===== src/rtl/note_pkg.sv =====
// -----------------------------------------------------------------------------
// note_pkg
// Shared definitions for the polyphonic note player.
//   - note codes (0 = silent, 1..7 = A..G)
//   - per-channel state enum
//   - frequency table and half-period / counter-width helpers, evaluated at
//     elaboration time from the clock frequency
// -----------------------------------------------------------------------------
package note_pkg;

  localparam logic [2:0] NOTE_SILENT = 3'd0;
  localparam logic [2:0] NOTE_A      = 3'd1;
  localparam logic [2:0] NOTE_B      = 3'd2;
  localparam logic [2:0] NOTE_C      = 3'd3;
  localparam logic [2:0] NOTE_D      = 3'd4;
  localparam logic [2:0] NOTE_E      = 3'd5;
  localparam logic [2:0] NOTE_F      = 3'd6;
  localparam logic [2:0] NOTE_G      = 3'd7;

  typedef enum logic {
    CH_IDLE = 1'b0,
    CH_PLAY = 1'b1
  } ch_state_e;

  // Octave-0 pitch of each note code in Hz (0 for the silent code).
  function automatic int unsigned noteFreq(logic [2:0] n);
    case (n)
      NOTE_A:  return 880;
      NOTE_B:  return 988;
      NOTE_C:  return 1046;
      NOTE_D:  return 1175;
      NOTE_E:  return 1318;
      NOTE_F:  return 1397;
      NOTE_G:  return 1568;
      default: return 0;
    endcase
  endfunction

  // Octave-0 half-period in clock cycles; the silent code maps to 0 so the
  // division never sees a zero frequency.
  function automatic int unsigned hpCalc(int unsigned clkHz, logic [2:0] n);
    if (n == NOTE_SILENT) return 0;
    return clkHz / (2 * noteFreq(n));
  endfunction

  // A is the lowest pitch, so its half-period sets the counter width.
  function automatic int unsigned cntWidth(int unsigned clkHz);
    return $clog2(hpCalc(clkHz, NOTE_A) + 1);
  endfunction

endpackage


===== src/rtl/tone_channel.sv =====
// -----------------------------------------------------------------------------
// tone_channel
// One square-wave tone generator. A down counter toggles the output once per
// effective half-period (base half-period shifted right by the octave field).
// Ports:
//   clk, reset        system clock, synchronous active-high reset
//   note_i[2:0]       note code, 0 = silent
//   octave_i[OCT_W]   upward octave shift
//   wave_o            registered square wave
//   active_o          high while a note is sounding
// -----------------------------------------------------------------------------
module tone_channel
  import note_pkg::*;
#(
  parameter int unsigned CLK_HZ = 50000000,
  parameter int unsigned OCT_W  = 2
) (
  input  logic             clk,
  input  logic             reset,
  input  logic [2:0]       note_i,
  input  logic [OCT_W-1:0] octave_i,
  output logic             wave_o,
  output logic             active_o
);

  localparam int unsigned CNT_W = cntWidth(CLK_HZ);

  localparam logic [31:0] HP_TAB [8] = '{
    32'(hpCalc(CLK_HZ, NOTE_SILENT)),
    32'(hpCalc(CLK_HZ, NOTE_A)),
    32'(hpCalc(CLK_HZ, NOTE_B)),
    32'(hpCalc(CLK_HZ, NOTE_C)),
    32'(hpCalc(CLK_HZ, NOTE_D)),
    32'(hpCalc(CLK_HZ, NOTE_E)),
    32'(hpCalc(CLK_HZ, NOTE_F)),
    32'(hpCalc(CLK_HZ, NOTE_G))
  };

  ch_state_e        state_q, state_d;
  logic [CNT_W-1:0] count_q, count_d;
  logic [CNT_W-1:0] period_q, period_d;
  logic             wave_q, wave_d;
  logic [CNT_W-1:0] effHalfPeriod;

  // Effective half-period for the current inputs. The shift is done at 32
  // bits before truncation; a result of zero is clamped to one so very high
  // octaves still toggle every cycle instead of stalling.
  always_comb begin
    effHalfPeriod = CNT_W'(HP_TAB[note_i] >> octave_i);
    if (effHalfPeriod == '0) begin
      effHalfPeriod = CNT_W'(1);
    end
  end

  // Next-state logic. A new period is only picked up when the counter
  // expires, so a note or octave change never truncates the half-cycle that
  // is already in progress.
  always_comb begin
    state_d  = state_q;
    count_d  = count_q;
    period_d = period_q;
    wave_d   = wave_q;
    unique case (state_q)
      CH_IDLE: begin
        if (note_i != NOTE_SILENT) begin
          state_d  = CH_PLAY;
          period_d = effHalfPeriod;
          count_d  = effHalfPeriod - CNT_W'(1);
          wave_d   = 1'b0;
        end
      end
      CH_PLAY: begin
        if (note_i == NOTE_SILENT) begin
          state_d  = CH_IDLE;
          count_d  = '0;
          period_d = '0;
          wave_d   = 1'b0;
        end else if (count_q == '0) begin
          wave_d  = ~wave_q;
          if (effHalfPeriod != period_q) begin
            period_d = effHalfPeriod;
          end
          count_d = effHalfPeriod - CNT_W'(1);
        end else begin
          count_d = count_q - CNT_W'(1);
        end
      end
      default: begin
        state_d = CH_IDLE;
      end
    endcase
  end

  // State register with synchronous reset to a silent, zeroed channel.
  always_ff @(posedge clk) begin
    if (reset) begin
      state_q  <= CH_IDLE;
      count_q  <= '0;
      period_q <= '0;
      wave_q   <= 1'b0;
    end else begin
      state_q  <= state_d;
      count_q  <= count_d;
      period_q <= period_d;
      wave_q   <= wave_d;
    end
  end

  assign wave_o   = wave_q;
  assign active_o = (state_q == CH_PLAY);

endmodule


===== src/rtl/poly_note_player.sv =====
// -----------------------------------------------------------------------------
// poly_note_player
// NUM_CH independent tone channels, a registered popcount mixer and a
// first-order sigma-delta stage that renders the mix onto one speaker pin.
// Ports:
//   clk, reset               system clock, synchronous active-high reset
//   note[3*NUM_CH]           per-channel note code, channel i at [3i+2:3i]
//   octave[OCT_W*NUM_CH]     per-channel octave shift
//   ch_wave[NUM_CH]          per-channel square waves
//   ch_active[NUM_CH]        per-channel sounding flags
//   mix                      registered count of high ch_wave bits
//   speaker                  registered 1-bit density rendering of mix
// -----------------------------------------------------------------------------
module poly_note_player
  import note_pkg::*;
#(
  parameter int unsigned CLK_HZ = 50000000,
  parameter int unsigned NUM_CH = 4,
  parameter int unsigned OCT_W  = 2
) (
  input  logic                         clk,
  input  logic                         reset,
  input  logic [3*NUM_CH-1:0]          note,
  input  logic [OCT_W*NUM_CH-1:0]      octave,
  output logic [NUM_CH-1:0]            ch_wave,
  output logic [NUM_CH-1:0]            ch_active,
  output logic [$clog2(NUM_CH+1)-1:0]  mix,
  output logic                         speaker
);

  localparam int unsigned MIX_W = $clog2(NUM_CH + 1);
  localparam int unsigned ACC_W = MIX_W + 1;
  localparam logic [ACC_W-1:0] FULL_SCALE = ACC_W'(NUM_CH);

  logic [MIX_W-1:0] mix_q, mix_d;
  logic [ACC_W-1:0] acc_q, acc_d;
  logic             speaker_q, speaker_d;
  logic [ACC_W-1:0] accSum;

  for (genvar i = 0; i < NUM_CH; i++) begin : g_ch
    tone_channel #(
      .CLK_HZ (CLK_HZ),
      .OCT_W  (OCT_W)
    ) u_channel (
      .clk      (clk),
      .reset    (reset),
      .note_i   (note[3*i +: 3]),
      .octave_i (octave[OCT_W*i +: OCT_W]),
      .wave_o   (ch_wave[i]),
      .active_o (ch_active[i])
    );
  end

  // Popcount of the channel waves; registered below, so mix lags the waves
  // by one cycle.
  always_comb begin
    mix_d = '0;
    for (int i = 0; i < NUM_CH; i++) begin
      mix_d = mix_d + MIX_W'(ch_wave[i]);
    end
  end

  // Sigma-delta: the accumulator stays below NUM_CH, so one extra bit over
  // the mix width is enough headroom for the sum. It integrates the value
  // being loaded into mix, which keeps speaker aligned with mix: full scale
  // always yields 1 and zero always yields 0.
  always_comb begin
    accSum    = acc_q + ACC_W'(mix_d);
    acc_d     = accSum;
    speaker_d = 1'b0;
    if (accSum >= FULL_SCALE) begin
      acc_d     = accSum - FULL_SCALE;
      speaker_d = 1'b1;
    end
  end

  // Mixer and modulator registers.
  always_ff @(posedge clk) begin
    if (reset) begin
      mix_q     <= '0;
      acc_q     <= '0;
      speaker_q <= 1'b0;
    end else begin
      mix_q     <= mix_d;
      acc_q     <= acc_d;
      speaker_q <= speaker_d;
    end
  end

  assign mix     = mix_q;
  assign speaker = speaker_q;

endmodule


===== config.mk =====
export PLATFORM = sky130hd
export DESIGN_NAME = poly_note_player
export DESIGN_NICKNAME = d
export VERILOG_FILES = /design/src/rtl/note_pkg.sv /design/src/rtl/tone_channel.sv /design/src/rtl/poly_note_player.sv
export SDC_FILE = /design/constraint.sdc
export NUM_CORES = 1
export LEC_CHECK = 0
export BUFFER_PORTS_ARGS = -buffer_cell sky130_fd_sc_hd__buf_4
export CORE_UTILIZATION = 54
export CTS_BUF_LIST = sky130_fd_sc_hd__clkbuf_2 sky130_fd_sc_hd__clkbuf_4 sky130_fd_sc_hd__clkbuf_8
export DETAILED_ROUTE_END_ITERATION = 7
export PLACE_DENSITY = 0.71
export SYNTH_ARGS = -nofsm -noshare
export SYNTH_HDL_FRONTEND = slang
export SYNTH_SLANG_ARGS = --single-unit

===== constraint.sdc =====
create_clock -name clk -period 4 [get_ports clk]
set_input_delay 0.2 -clock clk [delete_from_list [all_inputs] [get_ports clk]]
set_output_delay 0.2 -clock clk [all_outputs]
set_load 0.01 [all_outputs]

==> results of run 1 <==
-- final cells by class --
cell class | count | area, um^2
multi-input cells | 892 | 6110
fillers | 1426 | 6050
flip-flops and latches | 76 | 1520
repair buffers | 43 | 323
well taps | 184 | 230
inverters | 53 | 199
clock buffers | 12 | 153
clock inverters | 4 | 120
-- state kept, by name, indices dropped and copies added, names as in the netlist --
name / count
g_ch.u_channel.active_o: 4
g_ch.u_channel.wave_o: 4
g_ch.u_channel.count_q: 60
mix: 3
speaker: 1
acc_q: 4
-- final timing paths --
path | cells past startpoint | start | end
worst max-delay path | 15 | note[9] | g_ch[3].u_channel.count_q[6]
worst min-delay path | 3 | octave[5] | g_ch[2].u_channel.count_q[13]
worst max register to register | 10 | g_ch[0].u_channel.count_q[0] | g_ch[0].u_channel.count_q[7]
worst min register to register | 2 | g_ch[1].u_channel.count_q[14] | g_ch[1].u_channel.count_q[14]
-- cells by family (layout without fill, tap and decap cells) --
| kind of cell | Yosys count | in the layout |
|---|---|---|
| muxes | 62 | 62 |
| and+or+nand+nor | 385 | 385 |
| buffers and inverters | 141 | 112 |
| AOI/OAI and AO/OA | 375 | 375 |
| DFF | 76 | 76 |
| xor gates and xnor gates | 26 | 26 |
| adders and majority gates | 44 | 44 |
-- cell usage in the layout, fill, tap and decap left out, types with 14 or more instances in the layout --
master	instances
o31ai_1	14
nand2_1	80
mux2i_1	29
a21oi_1	89
o21ai_0	99
nand2b_1	21
a31oi_1	18
dfxtp_1	76
ha_1	41
nand3_1	19
o22ai_1	16
a211oi_1	21
inv_1	49
xnor2_1	17
nor2b_1	22
nor2_1	110
buf_4	43
nor3_1	33
mux4_2	22
or3_1	14
-- synthesized netlist by cell type, types with 5 or more instances --
master,number,area share [%]
nor2_1,110,5.0
o21ai_0,99,6.0
a21oi_1,89,5.4
nand2_1,80,3.7
dfxtp_1,76,19
clkbuf_1,50,2.3
inv_1,49,2.2
ha_1,41,6.2
nor3_1,33,2.0
mux2i_1,29,3.5
mux4_2,22,6.0
nor2b_1,22,1.7
a211oi_1,21,1.9
nand2b_1,21,1.6
buf_2,19,1.2
nand3_1,19,1.2
a31oi_1,18,1.4
xnor2_1,17,1.8
o22ai_1,16,1.2
o31ai_1,15,1.4
or3_1,14,1.1
and2_1,13,0.99
nor4_1,12,0.91
mux2_2,11,1.5
nor3b_1,11,1.0
o211ai_1,11,1.0
or4_1,11,1.0
a21o_1,9,0.82
buf_1,9,0.41
buf_4,9,0.82
xor2_1,9,0.96
a22oi_1,8,0.73
or2_2,8,0.61
nand4_1,7,0.53
a32o_1,6,0.73
nor4b_1,6,0.64
o31a_1,6,0.64
a221oi_1,5,0.53
a32oi_1,5,0.53
o21a_1,5,0.46
o221ai_1,5,0.53
o32ai_1,5,0.53
-- worst max-delay path, stage by stage --
cell	delay [ns]
buf_4	0.16
inv_1	0.11
ha_1	0.31
or3b_2	0.45
a21oi_1	0.21
a21oi_1	0.05
or4_1	0.50
a2111oi_2	0.48
nor2b_1	0.12
ha_1	0.26
o311ai_0	0.28
o221ai_1	0.26
o31ai_1	0.12
a31oi_1	0.07
o22ai_1	0.16
-- power by group --
| group | internal, uW | leakage (uW) | switching (uW) |
|---|---|---|---|
| sequential | 853 | 0.000627 | 114 |
| combinational | 481 | 0.00260 | 654 |
| clock | 509 | 0.000138 | 295 |
-- per-layer routing --
| layer | wire length, um | track usage (%) | up-vias |
|---|---|---|---|
| li1 | - | - | 4051 |
| met1 | 9980 | 37.4 | 3835 |
| met2 | 9330 | 41.3 | 193 |
| met3 | 775 | 3.68 | 22 |
| met4 | 223 | 6.31 | 0 |
| met5 | 0 | 0 | - |
-- per-stage QoR --
stage / setup WS, ns / total power (uW)
final: 0.521 / 2910
after global placement: 0.338 / 2090
after global routing: 0.207 / 3100
after floorplan: 0.333 / 1860
after CTS: 0.562 / 2910
after detailed placement: 0.213 / 2100
==> metrics.cfg, run 1 <==
[run_status]
outcome=finished clean

[placement]
placed_cells=1248
dp_hpwl_um=14700
place_area_mm2=0.00838
io_buffers=33
place.gp.congestion=0.869

[layout]
drive_gt1_share_pct=11.1
stdcell_count=1264
design_area_mm2=0.00865
syn_to_final_growth_pct=5.30
utilization_pct=58.9
finalNetCount=1140
antenna_cells=0

[clock_network]
cts.root.buffer_cell=clkbuf_8
post_cts_resize_count=0
clk_pin_slew_worst_paths_ns=0.07
ctsHoldBuffers=0
ctsLongestPathBuffers=2
clock-sinks=76
cts_max_level=3
clk_latency_ns=0.38
cts_tree=yes
cts_buffers=9
post-cts-setup-buffer-count=0

[synth]
synth-simple-area-share_pct=23.8
synthesis.nets=1174
synth_edf_count=0
synthFlopType=dfxtp_1
synth_warnings=0
synth_cells=1109
synth-seq-cells=76
async_reset_ff_share_pct=0
synth_xor_area_share_pct=2.77
synth-compound-area-share_pct=29.8
yosys.area_share.adder_pct=6.85
synthDistinctLibCells=83
synthMuxAreaShare_pct=11.1
syn-mean-instance-area_um2=7.41
ys_seq_area_share_pct=18.5
synth_area_mm2=0.00822
synth_top_family_by_area=compound AO/OA/AOI/OAI gates

[grt]
grt_antenna_before_repair=0
grt_usage_pct=26.1
overflow=0
grt_pass1_wl_um=34400
grt_max_degree=67
first_global_vias=7134

[die]
initial_core_util_pct=55.9
die_area_mm2=0.0157
core_area_mm2=0.0147
fp-row-count=44
die_height_um=125
die_x_um=125
ios=34

[pwr]
leakage_uw=0.00336
peakVddDrop_mv=0.236
p_per_area_mw_per_mm2=336

[critical_path]
required_ns=4.29
r2r_setup_slack_ns=0.77
critPathKind=input pin to flop
crit_path_end_kind=flop
start_kind=input pin
crit_path_max_fanout=13
cp.arrival_ns=3.76

[flow_run]
drv_cap=0

[sta]
period_share_pct=87.0
fin_skew_ns=0.0130
finalSetupTns_ns=0
drv_slew=0
clock.fmax_mhz=287
worst_pin_slew_ns=1.07
min_period_ns=3.48
relSlewSlack_pct=27.5
setup_viol=0
hold_viol=0
timing.hold.ws_ns=0.284
grt_setup_unrepaired=no

[routing]
vias_per_cell=6.41
remaining_drc_errors=0
antenna_left=0
vias=8101
wl_um=20300
drt_iter0_markers=738
wire_per_inst_um=16.1
drtPass1Iterations=7

[min_path]
hold_path.class=input pin to flop

Note: power is estimated with default switching activity, not from simulation.
==> run 2, diff against run 1 <==
--- a/config.mk
+++ b/config.mk
@@ -10,6 +10,7 @@
 export CTS_BUF_LIST = sky130_fd_sc_hd__clkbuf_2 sky130_fd_sc_hd__clkbuf_4 sky130_fd_sc_hd__clkbuf_8
 export DETAILED_ROUTE_END_ITERATION = 7
 export PLACE_DENSITY = 0.71
+export RECOVER_POWER = 100
 export SYNTH_ARGS = -nofsm -noshare
 export SYNTH_HDL_FRONTEND = slang
 export SYNTH_SLANG_ARGS = --single-unit
==> run 2 against run 1 <==
Non-clock buffer count stayed put. Wire length is 0.23% higher. Global-route usage unchanged. Via count about the same. First-iteration DRC count increased by 6.0%. Register-to-register slack got worse by 0.37 ns. Critical path depth fell by 5. Utilization is 0.48 points lower. Clock-buffer cell count is the same. Final area shrank 0.81%. Highest routed layer unchanged.
==> metrics.cfg, run 2 (synthesis results as in run 1) <==
[run_status]
outcome=finished clean

[clock_network]
ctsLongestPathBuffers=2  ; unchanged
cts.root.buffer_cell=clkbuf_8
clk_latency_ns=0.37  ; about the same
clock-sinks=76  ; unchanged
cts_buffers=9  ; unchanged
post_cts_resize_count=0  ; unchanged
post-cts-setup-buffer-count=0  ; unchanged
ctsHoldBuffers=0  ; unchanged
cts_tree=yes
cts_max_level=3  ; unchanged
clk_pin_slew_worst_paths_ns=0.08  ; about the same

[routing]
highest_layer=met4
remaining_drc_errors=0  ; unchanged
wl_met2_um=9290  ; -0.34%
wl_met3_um=811  ; +4.6%
wl_met1_um=9990  ; about the same
wl_um=20400  ; +0.23%
drtPass1Iterations=7  ; unchanged
drt_iter0_markers=782  ; +6.0%
antenna_left=0  ; unchanged
wire_per_inst_um=16.1  ; +0.23%
vias=8109  ; +0.099%
vias_per_cell=6.42  ; about the same

[sta]
setup_viol=0  ; unchanged
hold_viol=0  ; unchanged
timing.hold.ws_ns=0.285  ; +0.00128 ns
finalSetupTns_ns=0  ; unchanged
period_share_pct=90.0  ; +3.0 points
min_period_ns=3.60  ; +0.121 ns
clock.fmax_mhz=278  ; -3.4%
fin_skew_ns=0.0117  ; -0.00137 ns
relSlewSlack_pct=22.8  ; -4.7 points
grt_setup_unrepaired=no
worst_pin_slew_ns=1.15  ; +0.0751 ns
drv_slew=0  ; unchanged

[critical_path]
critPathBufInv=2  ; unchanged
timing.critical_path.mode_cell=o31ai_1
critPathKind=flop to flop
crit_path_max_fanout=12  ; -1
cp_cell_sequence=inv_1 -> ha_1 -> or3b_1 -> or4_1 -> o31ai_1 -> buf_4 -> nor2b_1 -> o21ai_0 -> o31ai_1 -> a32o_1
required_ns=4.27  ; -0.02 ns
slowest_delay_ns=0.97  ; +0.47 ns
start_kind=flop
crit_slowest_cell=o31ai_1
cp.arrival_ns=3.87  ; +0.11 ns
crit_family=compound AO/OA/AOI/OAI gates
crit_path_end_kind=flop

[placement]
place_area_mm2=0.00838  ; unchanged
place.gp.congestion=0.869  ; unchanged
io_buffers=33  ; unchanged
dp_hpwl_um=14700  ; unchanged

[grt]
grt_antenna_before_repair=0  ; unchanged
first_global_vias=7134  ; unchanged
overflow=0  ; unchanged
grt_max_degree=67  ; unchanged
grt_pass1_wl_um=34400  ; unchanged
grt_usage_pct=26.1  ; unchanged

[layout]
mostFrequentLayoutCells=110 x nor2_1, 99 x o21ai_0, 89 x a21oi_1
finalNetCount=1140  ; unchanged
largest_reg_flops=60  ; unchanged
final_common_cell=nor2_1
regMostFlops=g_ch.u_channel.count_q
antenna_cells=0  ; unchanged
syn_to_final_growth_pct=4.45
design_area_mm2=0.00858  ; -0.81%
drive_gt1_share_pct=9.35  ; -1.8 points

[flow_run]
drv_cap=0  ; unchanged

[pwr]
p_per_area_mw_per_mm2=337  ; +0.44%
total_power_uw=2900  ; -0.38%
peakVddDrop_mv=0.241  ; +2.5%
leakage_uw=0.00330  ; -1.9%

[die]
ios=34  ; unchanged
die_x_um=125  ; unchanged
initial_core_util_pct=55.9  ; unchanged
die_height_um=125  ; unchanged
fp-row-count=44  ; unchanged
core_area_mm2=0.0147  ; unchanged
die_area_mm2=0.0157  ; unchanged

[min_path]
hold_path.class=input pin to flop

==> run 2: worst reg2reg max path, delay by kind of cell (launching register included) <==
kind / cells / cell delay, ns
adder cells (fa/ha/maj): 1 / 0.19
buffers and inverters: 2 / 0.40
flip-flops: 1 / 0.35
AO/OA/AOI/OAI: 4 / 1.40
AND/OR/NAND/NOR: 3 / 1.16
==> run 2: through the flow <==
stage / cells / util [%] / setup slack, ns
after global placement: 1248 / 57.0 / 0.338
final: 1264 / 58.4 / 0.400
after detailed placement: 1248 / 57.0 / 0.213
after CTS: 1264 / 58.9 / 0.562
after global routing: 1264 / 58.4 / 0.185
after floorplan: 1109 / - / 0.333
==> run 2: path summary, 6_finish.rpt <==
| check | from | end | slack (ns) | cells after the start |
|---|---|---|---|---|
| max | g_ch[0].u_channel.count_q[0] | g_ch[0].u_channel.count_q[7] | 0.40 | 10 |
| min reg2reg | g_ch[1].u_channel.count_q[14] | g_ch[1].u_channel.count_q[14] | 0.46 | 2 |
| max reg2reg | g_ch[0].u_channel.count_q[0] | g_ch[0].u_channel.count_q[7] | 0.40 | 10 |
| min | octave[5] | g_ch[2].u_channel.count_q[13] | 0.28 | 3 |
==> run 2: final cells by class <==
type / count / area [um^2]
clock buffer: 12 / 153
clock inverter: 4 / 120
fill: 1440 / 6120
inverter: 53 / 199
multi-input combinational: 892 / 6090
sequential: 76 / 1520
tap: 184 / 230
timing repair buffer: 43 / 267
==> run 2: metal layers <==
metal,track usage (%),vias to the layer above
met5,0,-
met4,6.31,0
met3,3.68,28
met2,41.3,194
met1,37.4,3826
li1,-,4061
==> run 2: where the power goes <==
| part | switching, uW | internal [uW] |
|---|---|---|
| registers | 113 | 853 |
| clock network | 295 | 509 |
| logic | 655 | 471 |
==> run 3, diff against run 2 <==
==> constraint.sdc (replaced) <==
create_clock -name clk -period 4 [get_ports clk]
set_input_delay 0.8 -clock clk [delete_from_list [all_inputs] [get_ports clk]]
set_output_delay 0.8 -clock clk [all_outputs]
set_load 0.01 [all_outputs]
==> run 3 against run 2 <==
Largest cell class unchanged. Maximum frequency decreased by 3.6%. Sequential share of layout area fell by 0.40 points. Critical path depth is 4 higher. Clock power shrank 14%. Wire length grew 2.1%. Utilization increased by 1.4 points. Global-route usage increased by 0.88 points.
==> metrics.cfg, run 3 (synthesis results as in run 1) <==
[run_status]
outcome=finished clean

[sta]
timing.hold.ws_ns=0.457  ; +0.172 ns
worst_pin_slew_ns=0.843  ; -0.306 ns
setup_viol=0  ; unchanged
min_period_ns=3.73  ; +0.134 ns
grt_setup_unrepaired=no
clock.fmax_mhz=268  ; -3.6%
hold_viol=0  ; unchanged
finalSetupTns_ns=0  ; unchanged
relSlewSlack_pct=43.8  ; +21 points
fin_skew_ns=0.00819  ; -0.00348 ns
drv_slew=0  ; unchanged
period_share_pct=93.4  ; +3.4 points

[clock_network]
cts_buffers=9  ; unchanged
clk_pin_slew_worst_paths_ns=0.08  ; about the same
clock-sinks=76  ; unchanged
post_cts_resize_count=0  ; unchanged
clk_latency_ns=0.37  ; about the same
cts.root.buffer_cell=clkbuf_8
cts_max_level=3  ; unchanged
ctsLongestPathBuffers=2  ; unchanged
cts_tree=yes
post-cts-setup-buffer-count=0  ; unchanged
ctsHoldBuffers=0  ; unchanged

[layout]
syn_to_final_growth_pct=6.88
final_common_cell=nor2_1
drive_gt1_share_pct=11.6  ; +2.2 points
antenna_cells=0  ; unchanged
finalNetCount=1172  ; +2.8%
regMostFlops=g_ch.u_channel.count_q
largest_reg_flops=60  ; unchanged
mostFrequentLayoutCells=110 x nor2_1, 99 x o21ai_0, 89 x a21oi_1
num-fill-cells=1399  ; -2.8%

[die]
fp-row-count=44  ; unchanged
die_height_um=125  ; unchanged
die_area_mm2=0.0157  ; unchanged
initial_core_util_pct=55.9  ; unchanged
die_x_um=125  ; unchanged
core_area_mm2=0.0147  ; unchanged
ios=34  ; unchanged

[critical_path]
cp_cell_sequence=clkbuf_4 -> inv_1 -> ha_1 -> or3b_2 -> a21oi_1 -> a21oi_1 -> or4_1 -> a2111oi_4 -> nor2b_1 -> ha_1 -> o311ai_1 -> nor3_1 -> o2bb2ai_1 -> o221ai_1
crit_path_max_fanout=5  ; -7
slowest_delay_ns=0.53  ; -0.44 ns
crit_path_end_kind=flop
cp.arrival_ns=3.98  ; +0.11 ns
reg2regPathDepth=9  ; -1
critPathKind=input pin to flop
crit_slowest_cell=or4_1
required_ns=4.24  ; -0.03 ns
start_kind=input pin

[routing]
remaining_drc_errors=0  ; unchanged
drtPass1Iterations=7  ; unchanged
wire_per_inst_um=16.0  ; -0.39%
vias=8238  ; +1.6%
vias_per_cell=6.36  ; -0.92%
antenna_left=0  ; unchanged
drt_iter0_markers=721  ; -7.8%
wl_um=20800  ; +2.1%

[pwr]
leakage_uw=0.00343  ; +3.8%
p_per_area_mw_per_mm2=321  ; -5.0%
peakVddDrop_mv=0.161  ; -33%

[grt]
first_global_vias=7433  ; +4.2%
grt_usage_pct=27.0  ; +0.88 points
grt_max_degree=67  ; unchanged
grt_pass1_wl_um=35600  ; +3.5%
overflow=0  ; unchanged
grt_antenna_before_repair=0  ; unchanged

[placement]
place.gp.congestion=0.888  ; +2.2%
dp_hpwl_um=15100  ; +3.3%
io_buffers=33  ; unchanged

[flow_run]
drv_cap=0  ; unchanged

[min_path]
holdPathStages=2  ; -1
hold_path.class=flop to flop

==> run 3: final timing paths <==
kind | end | slack [ns] | from
setup / recovery | g_ch[3].u_channel.count_q[10] | 0.27 | note[9]
setup reg to reg | g_ch[1].u_channel.count_q[6] | 0.62 | g_ch[1].u_channel.count_q[0]
hold reg to reg | g_ch[1].u_channel.count_q[14] | 0.46 | g_ch[1].u_channel.count_q[14]
hold / removal | g_ch[1].u_channel.count_q[14] | 0.46 | g_ch[1].u_channel.count_q[14]
==> run 3: per-layer routing <==
metal | routed length, um | global-route usage (%) | share of wire, % | vias up
met5 | 0 | 0 | 0 | -
met4 | 284 | 7.10 | 1.4 | 0
met3 | 831 | 3.55 | 4.0 | 23
met2 | 9680 | 44.3 | 47 | 192
met1 | 9990 | 37.4 | 48 | 3901
li1 | - | - | - | 4122
==> run 3: cell type report <==
cell class	count	area (um^2)	area share, %
multi-input cells	892	6100	69.5
flip-flops and latches	76	1520	17.3
repair buffers	75	492	5.60
well taps	184	230	2.62
inverters	53	199	2.27
clock buffers	12	165	1.88
clock inverters	4	70.1	0.798
==> run 3: worst max-delay path, delay by kind of cell <==
kind | cells | cell delay [ns]
AOI/OAI and AO/OA | 6 | 1.16
adders and majority gates | 2 | 0.56
buffers and inverters | 2 | 0.15
and+or+nand+nor | 4 | 1.31
==> run 3: report_power, final <==
| part | switching, uW | internal (uW) | leakage (uW) |
|---|---|---|---|
| clock | 293 | 400 | 0.000122 |
| sequential | 114 | 853 | 0.000627 |
| combinational | 663 | 491 | 0.00268 |
| total | 1070 | 1740 | 0.00343 |
==> run 3: stage by stage <==
step	cells	total power, uW	instance area (um^2)	setup slack [ns]	util (%)
final	1296	2820	8780	0.266	59.7
after global routing	1296	3020	8780	0.100	59.7
after CTS	1296	2830	8890	0.404	60.5
after detailed placement	1280	2130	8660	0.0121	58.9
after global placement	1280	2120	8660	0.0808	58.9
after floorplan	1109	1870	8260	0.0771	-
